## src/rtl/regfile_pkg.sv

```systemverilog
// Shared constants and the pending-write entry type for the register-file write path.
// Latency: none (declarations only).
// Backpressure: none (declarations only).
package regfile_pkg;

  localparam int ADDR_W = 5;
  localparam int DATA_W = 32;
  localparam int NREGS  = 2 ** ADDR_W;

  typedef struct packed {
    logic [ADDR_W-1:0] addr;
    logic [DATA_W-1:0] data;
  } wr_entry_t;

endpackage

```

## src/rtl/regfile_write_port_addr_decoder.sv

```systemverilog
// Address to one-hot register select, gated by an enable.
// Latency: combinational.
// Backpressure: none; output is all zero while en is low.
module addr_decoder #(
  parameter int ADDR_W = 5,
  localparam int NREGS = 2 ** ADDR_W
) (
  input  logic              en,
  input  logic [ADDR_W-1:0] addr,
  output logic [NREGS-1:0]  onehot
);

  assign onehot = en ? (NREGS'(1) << addr) : '0;

endmodule

```

## src/rtl/regfile_write_port.sv

```systemverilog
// Write-side front end of the register file: pending-write FIFO, one-hot drain, read bypass.
// Latency: accept at edge N into empty FIFO -> wr_enable during cycle N+1, array captures at edge N+1.
// Backpressure: req_ready low while the FIFO is full; hold freezes the head but accepts continue.
module regfile_write_port #(
  parameter int DEPTH  = 2,
  parameter int DATA_W = regfile_pkg::DATA_W,
  parameter int ADDR_W = regfile_pkg::ADDR_W,
  localparam int NREGS = 2 ** ADDR_W,
  localparam int CW    = $clog2(DEPTH) + 1
) (
  input  logic              clock,
  input  logic              reset,
  input  logic              req_valid,
  output logic              req_ready,
  input  logic [ADDR_W-1:0] req_addr,
  input  logic [DATA_W-1:0] req_data,
  input  logic              hold,
  output logic [NREGS-1:0]  wr_enable,
  output logic [DATA_W-1:0] wr_data,
  output logic [CW-1:0]     pend_count,
  input  logic [ADDR_W-1:0] byp_addr_a,
  output logic              byp_hit_a,
  output logic [DATA_W-1:0] byp_data_a,
  input  logic [ADDR_W-1:0] byp_addr_b,
  output logic              byp_hit_b,
  output logic [DATA_W-1:0] byp_data_b
);

  localparam int PW = $clog2(DEPTH);

  logic [ADDR_W-1:0] mem_addr [DEPTH];
  logic [DATA_W-1:0] mem_data [DEPTH];
  logic [PW-1:0]     rd_ptr;
  logic [PW-1:0]     wr_ptr;
  logic [CW-1:0]     count_q;
  logic              store;
  logic              drain;

  // Ready depends only on stored occupancy, so a same-cycle drain never frees a slot early.
  assign req_ready  = count_q < CW'(DEPTH);
  // r0 writes are acknowledged but never take a slot.
  assign store      = req_valid & req_ready & (req_addr != '0);
  assign drain      = (count_q != '0) & ~hold;
  assign pend_count = count_q;

  // Pointers and occupancy; pointers wrap naturally since DEPTH is a power of two.
  always_ff @(posedge clock or negedge reset) begin
    if (!reset) begin
      rd_ptr  <= '0;
      wr_ptr  <= '0;
      count_q <= '0;
    end else begin
      if (store) wr_ptr <= wr_ptr + PW'(1);
      if (drain) rd_ptr <= rd_ptr + PW'(1);
      count_q <= count_q + CW'(store) - CW'(drain);
    end
  end

  // Entry storage; contents are qualified by count_q so they need no reset.
  always_ff @(posedge clock) begin
    if (store) begin
      mem_addr[wr_ptr] <= req_addr;
      mem_data[wr_ptr] <= req_data;
    end
  end

  addr_decoder #(.ADDR_W(ADDR_W)) u_dec (
    .en     (drain),
    .addr   (mem_addr[rd_ptr]),
    .onehot (wr_enable)
  );

  assign wr_data = drain ? mem_data[rd_ptr] : '0;

  // Walk entries oldest to youngest so the youngest match overwrites earlier ones.
  function automatic logic [DATA_W:0] lookup(input logic [ADDR_W-1:0] a);
    logic [DATA_W:0] r;
    logic [PW-1:0]   idx;
    r = '0;
    for (int i = 0; i < DEPTH; i++) begin
      idx = rd_ptr + PW'(i);
      if ((CW'(i) < count_q) && (a != '0) && (mem_addr[idx] == a))
        r = {1'b1, mem_data[idx]};
    end
    return r;
  endfunction

  assign {byp_hit_a, byp_data_a} = lookup(byp_addr_a);
  assign {byp_hit_b, byp_data_b} = lookup(byp_addr_b);

endmodule

```

## config.mk

```make
export PLATFORM = sky130hd
export DESIGN_NAME = regfile_write_port
export DESIGN_NICKNAME = d
export VERILOG_FILES = /design/src/rtl/regfile_pkg.sv /design/src/rtl/regfile_write_port_addr_decoder.sv /design/src/rtl/regfile_write_port.sv
export SDC_FILE = /design/constraint.sdc
export NUM_CORES = 1
export LEC_CHECK = 0
export ABC_AREA = 1
export BUFFER_PORTS_ARGS = -buffer_cell sky130_fd_sc_hd__buf_2
export CAP_MARGIN = 10
export CORE_MARGIN = 10
export CORE_UTILIZATION = 51
export DETAILED_ROUTE_END_ITERATION = 16
export PLACE_DENSITY = 0.83
export SYNTH_ARGS = -nofsm -noshare
export SYNTH_HDL_FRONTEND = slang
export SYNTH_SLANG_ARGS = --single-unit
```

## constraint.sdc

```tcl
create_clock -name clock -period 3.4 [get_ports clock]
set_clock_uncertainty 0.1 [all_clocks]
set_input_delay 0.51 -clock clock [delete_from_list [all_inputs] [get_ports clock]]
set_output_delay 0.51 -clock clock [all_outputs]
set_load 0.02 [all_outputs]
```

Word-level counts from Yosys, hierarchy flattened. Memory sizes are Yosys's and may differ from the RTL's. Index checks and enable logic that the tools add are counted.

Register bits: 4. Bits in latches: 0. RAM bits: 74. Memory bits (read-only): 0. Input port bits: 51. Output and inout port bits: 133. Word-level logic and storage cells: 41. Memories kept: 2.

Memory list: mem_data (words 2, width 32, rd ports 2, clocked after memory_dff 0, write ports 1, RTL line regfile_write_port.sv:32) `logic [DATA_W-1:0] mem_data [DEPTH];`; mem_addr (words 2, width 5, rd ports 2, clocked after memory_dff 0, write ports 1, RTL line regfile_write_port.sv:31) `logic [ADDR_W-1:0] mem_addr [DEPTH];`.

$add $sub $neg: 4. Multiply operators: 0. Div/mod/pow operators: 0. Order comparisons: 3. Eq/ne operators: 4. Shifts and indexed selects: 1. Muxes and demuxes: 8. Bitwise operators: 4. Reduce and logical (&&, ||, !) cells: 12.

Operators with widths (number): $mux W33 (4); $mux W32 (2); $shl A1 B5 Y32 const A (1); $eq A5 B5 Y1 (4); $reduce_bool A5 Y1 (3); $logic_and A1 B1 Y1 (8); $lt A1 B2 Y1 const A (2); $and A1 B1 Y1 (3); $add A1 B1 Y1 const B (2); $add A2 B1 Y2 (1); $lt A2 B2 Y1 const B (1); $mux W1 (2); $reduce_bool A2 Y1 (1); $sub A2 B1 Y2 (1); $not A1 Y1 (1).

Depth between registers and ports, before layout.
Depth in word-level cells: 5. Depth in mapped cells: 12. Gate-level depth less buffers: 10.

Cells and area by module. From an unflattened synthesis, not the netlist that was laid out.

Cell total of the unflattened synthesis: 768. Area, all modules: 5691.7 um^2.

By module, submodules not included: regfile_write_port (instances 1, cells an instance 706, area each 5424.0 um^2, seq. area each 2322.2 um^2); addr_decoder (instances 1, cells an instance 62, area each 267.8 um^2, seq. area each 0.0 um^2).

Worst setup path after synthesis. No wires, ideal clock.

Kind: reg2reg. Start: reg count_q[1] (netlist: pend_count[1]). End: mem mem_addr[0][0] (enable). Library setup time: 0.431 ns. Arrival: 2.476 ns. Required time: 2.869 ns. Slack: 0.393 ns. Cell stages (with the launch flop): 4. Path buffers: 0. Clock period less this slack: 3.007 ns. Cells stage by stage: dfrtp_1 inv_1 nand3_1 nor2_1.

Longest elaborated chain between the ends: 5.

Ends and longest elaborated chain: start: declaration (RTL line regfile_write_port.sv:35) `logic [CW-1:0] count_q;`; start signal: assignment (RTL line regfile_write_port.sv:55) `count_q <= count_q + CW'(store) - CW'(drain);`; $lt A2 B2 Y1 (RTL line regfile_write_port.sv:40) `assign req_ready = count_q < CW'(DEPTH);`; named net req_ready (RTL line regfile_write_port.sv:14) `output logic req_ready,`; $and A1 B1 Y1 (2 in a row) (RTL line regfile_write_port.sv:42) `assign store = req_valid & req_ready & (req_addr != '0);`; $mux W1 (RTL line regfile_write_port.sv:61) `if (store) begin`; $mux W1 (not written as such) (RTL line regfile_write_port.sv:62) `mem_addr[wr_ptr] <= req_addr;`; end: declaration (RTL line regfile_write_port.sv:31).

The timed path passes the listed nets, and every way through them passes these cells.

Final worst setup path.
Start: reg rd_ptr. End: out byp_hit_a.

Longest elaborated chain between the ends: 5. Elaborated cells between the ends (all ways): 8. Those cells by class: add/sub (1); eq/ne (2); mux (2); reduce/logical (2); memory (1).

Ends and longest elaborated chain: start: declaration (RTL line regfile_write_port.sv:33) `logic [PW-1:0] rd_ptr;`; start signal: assignment (RTL line regfile_write_port.sv:54) `if (drain) rd_ptr <= rd_ptr + PW'(1);`; $add A1 B1 Y1 / $mem_v2 Z2 W5 (equally long branches); $mem_v2 Z2 W5 (*); $eq A5 B5 Y1 / $logic_and A1 B1 Y1 (equally long branches) (RTL line regfile_write_port.sv:82) `if ((CW'(i) < count_q) && (a != '0) && (mem_addr[idx] == a))`; $logic_and A1 B1 Y1 / $mux W33 (equally long branches) (RTL line regfile_write_port.sv:82); $mux W33 (*) (RTL line regfile_write_port.sv:82); end: declaration (RTL line regfile_write_port.sv:22) `output logic byp_hit_a,`.

Every way passes the cells marked *; elsewhere a longest branch is shown, timed or not.

==> results list <==
- The total area inside the core boundary comes to 10400 um^2.
- Compared with the post-synthesis result, the final layout area differs by 23.5%.
* Via count of the first global-routing pass: 5526
- Synthesis handed over a netlist of 766 instances.
* Summed instance area of the synthesized netlist: 5440 um^2
- The tightest min-delay check is of the input pin to flip-flop type.
* Origin of the worst setup path: rd_ptr
* Distinct cells, synth: 22
- In the final timing run, aggregate negative setup slack is 0 ns.
* TritonCTS clock tree: yes
* Dpl hpwl: 12900 um
- Number of CTS-inserted buffers: 9
* Critical R2R Launch: pend_count[1]
- Die footprint: 15200 um^2
* Number of vias in the routed layout: 5982
* Critical hold path startpoint: req_data[15]
- The total overflow left after global routing is 0.
- Syn avg cell area: 7.10 um^2
* I/O pin count: 184
- Worst setup path class: flip-flop to output port
- Clock root cell: sky130_fd_sc_hd__clkbuf_8
- The detailed router finished its first iteration with 654 violations.
* Synthesis-stage register bit count: 78
- Top library cells by usage in the layout, fill and taps aside: sky130_fd_sc_hd__nand2_1 (196), sky130_fd_sc_hd__buf_2 (183), sky130_fd_sc_hd__nand3_1 (102), sky130_fd_sc_hd__inv_1 (91), sky130_fd_sc_hd__nand4_1 (77)
- Worst supply voltage drop on vdd: 0.364 mV
- Register area share after synthesis: 42.7%
* Clk buf depth: 2
- Num Clock Sinks: 78
- The H-tree was split into 3 levels.
- The design draws 5.03 mW.
- After clock tree synthesis, the clock-pin slew on the worst setup and hold paths is 0.09 ns.
* First-pass iteration count of the detailed router: 7
- Input/output buffers: 183
- In this run the tightest slew margin relative to its limit is 58.6%.
- Post-route DRC violation count: 0
- Power spread over the standard cell area amounts to 749 nW/um^2.
- Crit share post-route: 94.5%
* Worst-Margin Slew: 0.620 ns
* Routed WL per cell: 16.6 um
- Number of synthesis warnings: 0
* Critical path data arrival time: 2.60 ns
* Max_cap viols: 0
- Measured along the x axis, the die boundary spans 123 um.
- Row count: 37
- For this design the static power due to leakage is 3.53 nW.
* Register Area: 2320 um^2
* Min Clock Period, post-route: 3.21 ns
- Endpoints failing hold: 0
* Share of layout cells above drive strength 1: 25.6%
- Nature of the critical path startpoint: flip-flop
- Number of nets with antenna violations after detailed routing: 0
* Top fanout value on the critical path: 33
- Setup violations remaining at the end of the flow were counted as 0.
- Vias per cell: 5.60
- The initial utilization of the core area, before any placement, comes to 52.5%.
* Later-pin clock latency in the skew report: 0.35 ns
- Based on the critical path, the design can be clocked at up to 311 MHz.
- The routed design has 17700 um of wire.
- In this run the vertical extent of the chip is 123 um.
- The flow ran to the end, and the final reports show no timing, DRC or antenna violations.
- Setup repair after global routing left no endpoint under its margin.
- Area used by multi-input combinational logic: 2580 um^2
* Weighted congestion reported at the end of routability-driven placement: 0.943
* Pin count of the biggest net entering global routing: 54
* Most common cell after layout, fill and taps aside: sky130_fd_sc_hd__nand2_1
* Final Max Slew Viols: 0
- The number of antenna violations at the first check in global routing was 1.
- # fillers: 942
- Number of nets produced by synthesis: 819
* Worst path required time: 2.79 ns
- The final layout contains 980 nets.
- STA classifies the critical path endpoint as an output port.
- Global-route wire length before repair: 27500 um
- For this run, the total global-route usage over all layers was measured as 22.6%.
[through the flow]
step	setup slack (ns)	cells	area (um^2)	util, %	hold slack [ns]
2_1_floorplan	0.393	766	5440	-	0.114
6_report	0.188	1069	6720	64.8	0.233
5_1_grt	0.00457	1068	6720	64.8	0.212
3_5_place_dp	0.494	1051	6510	62.7	0.220
4_1_cts	0.100	1068	6710	64.7	0.225
3_3_place_gp	0.538	1051	6510	62.7	0.224
[layer usage]
metal	GRT usage [%]	wire length, um
met5	0	13
met1	27.3	6800
met3	6.29	2040
met2	38.6	8550
met4	6.84	325
[registers in the layout, summed over array words and instances, names as in the netlist]
name        count
mem_addr       10
mem_data       64
pend_count      2
rd_ptr          1
wr_ptr          1
[repair_timing]
action	4_1_cts	5_1_grt
endpoints found under the setup margin	0	65
hold buffers	1	0
gates resized for setup	0	2
endpoints found under the hold margin	4	0
setup buffers	0	0
[area by class of cell]
cell class                 instances  share of cell area (%)
multi-input combinational        541                    38.4
inverter                          92                    5.18
clock inverter                     6                    1.02
antenna                            1                  0.0373
timing repair buffer             205                    16.3
tap                              136                    2.53
clock buffer                      10                    1.90
sequential                        78                    34.6
[report_power, final]
group          total (mW)  switching, mW  leakage [nW]  internal (mW)
sequential           1.35         0.0861         0.725           1.26
clock               0.695          0.350        0.0973          0.344
combinational        2.98           2.22          2.71          0.766
[synth_stat cells (all sizes together)]
cell type  count  area (um^2)
edfxtp        74         2220
ha             2         25.0
xnor2          1         8.76
clkbuf        34          128
nand4         78          494
or2            1         6.26
nand3        104          531
nand2        200          761
xor2           3         26.3
nor3           1         5.00
buf           21          110
dfrtp          4          100
nor2          85          349
inv           92          345
o21ai         66          330
[path summary, 6_finish.rpt]
| path | to | slack (ns) | depth (start not counted) |
|---|---|---|---|
| max in group asynchronous | rd_ptr | 2.67 | 2 |
| setup / recovery | byp_hit_a | 0.19 | 9 |
| hold reg to reg | pend_count[0] | 0.43 | 1 |
| hold / removal | mem_data[0][15] | 0.23 | 1 |
| min in group asynchronous | pend_count[1] | 0.39 | 2 |
| setup reg to reg | mem_data[1][23] | 1.39 | 4 |
[worst max-delay path: stages, from the launching register on]
cell	delay (ns)
sky130_fd_sc_hd__dfrtp_2	0.44
sky130_fd_sc_hd__buf_4	0.29
sky130_fd_sc_hd__nand2_1	0.12
sky130_fd_sc_hd__nand3_1	0.11
sky130_fd_sc_hd__nand2_1	0.09
sky130_fd_sc_hd__nor2_4	0.39
sky130_fd_sc_hd__nand3_2	0.11
sky130_fd_sc_hd__buf_4	0.28
sky130_fd_sc_hd__o21ai_0	0.18
sky130_fd_sc_hd__buf_2	0.23
[kinds of logic (layout without fill, tap and decap cells)]
kind of cell / Yosys count / in the layout / synth area share [%]
fa+ha+maj: 2 / 2 / 0.460
buf+inv: 147 / 313 / 10.7
other cells: 0 / 1 / 0
flops: 78 / 78 / 42.7
xor+xnor: 4 / 4 / 0.644
compound gates: 66 / 66 / 6.07
simple gates: 469 / 469 / 39.4
(Power assumes the default switching activity.)
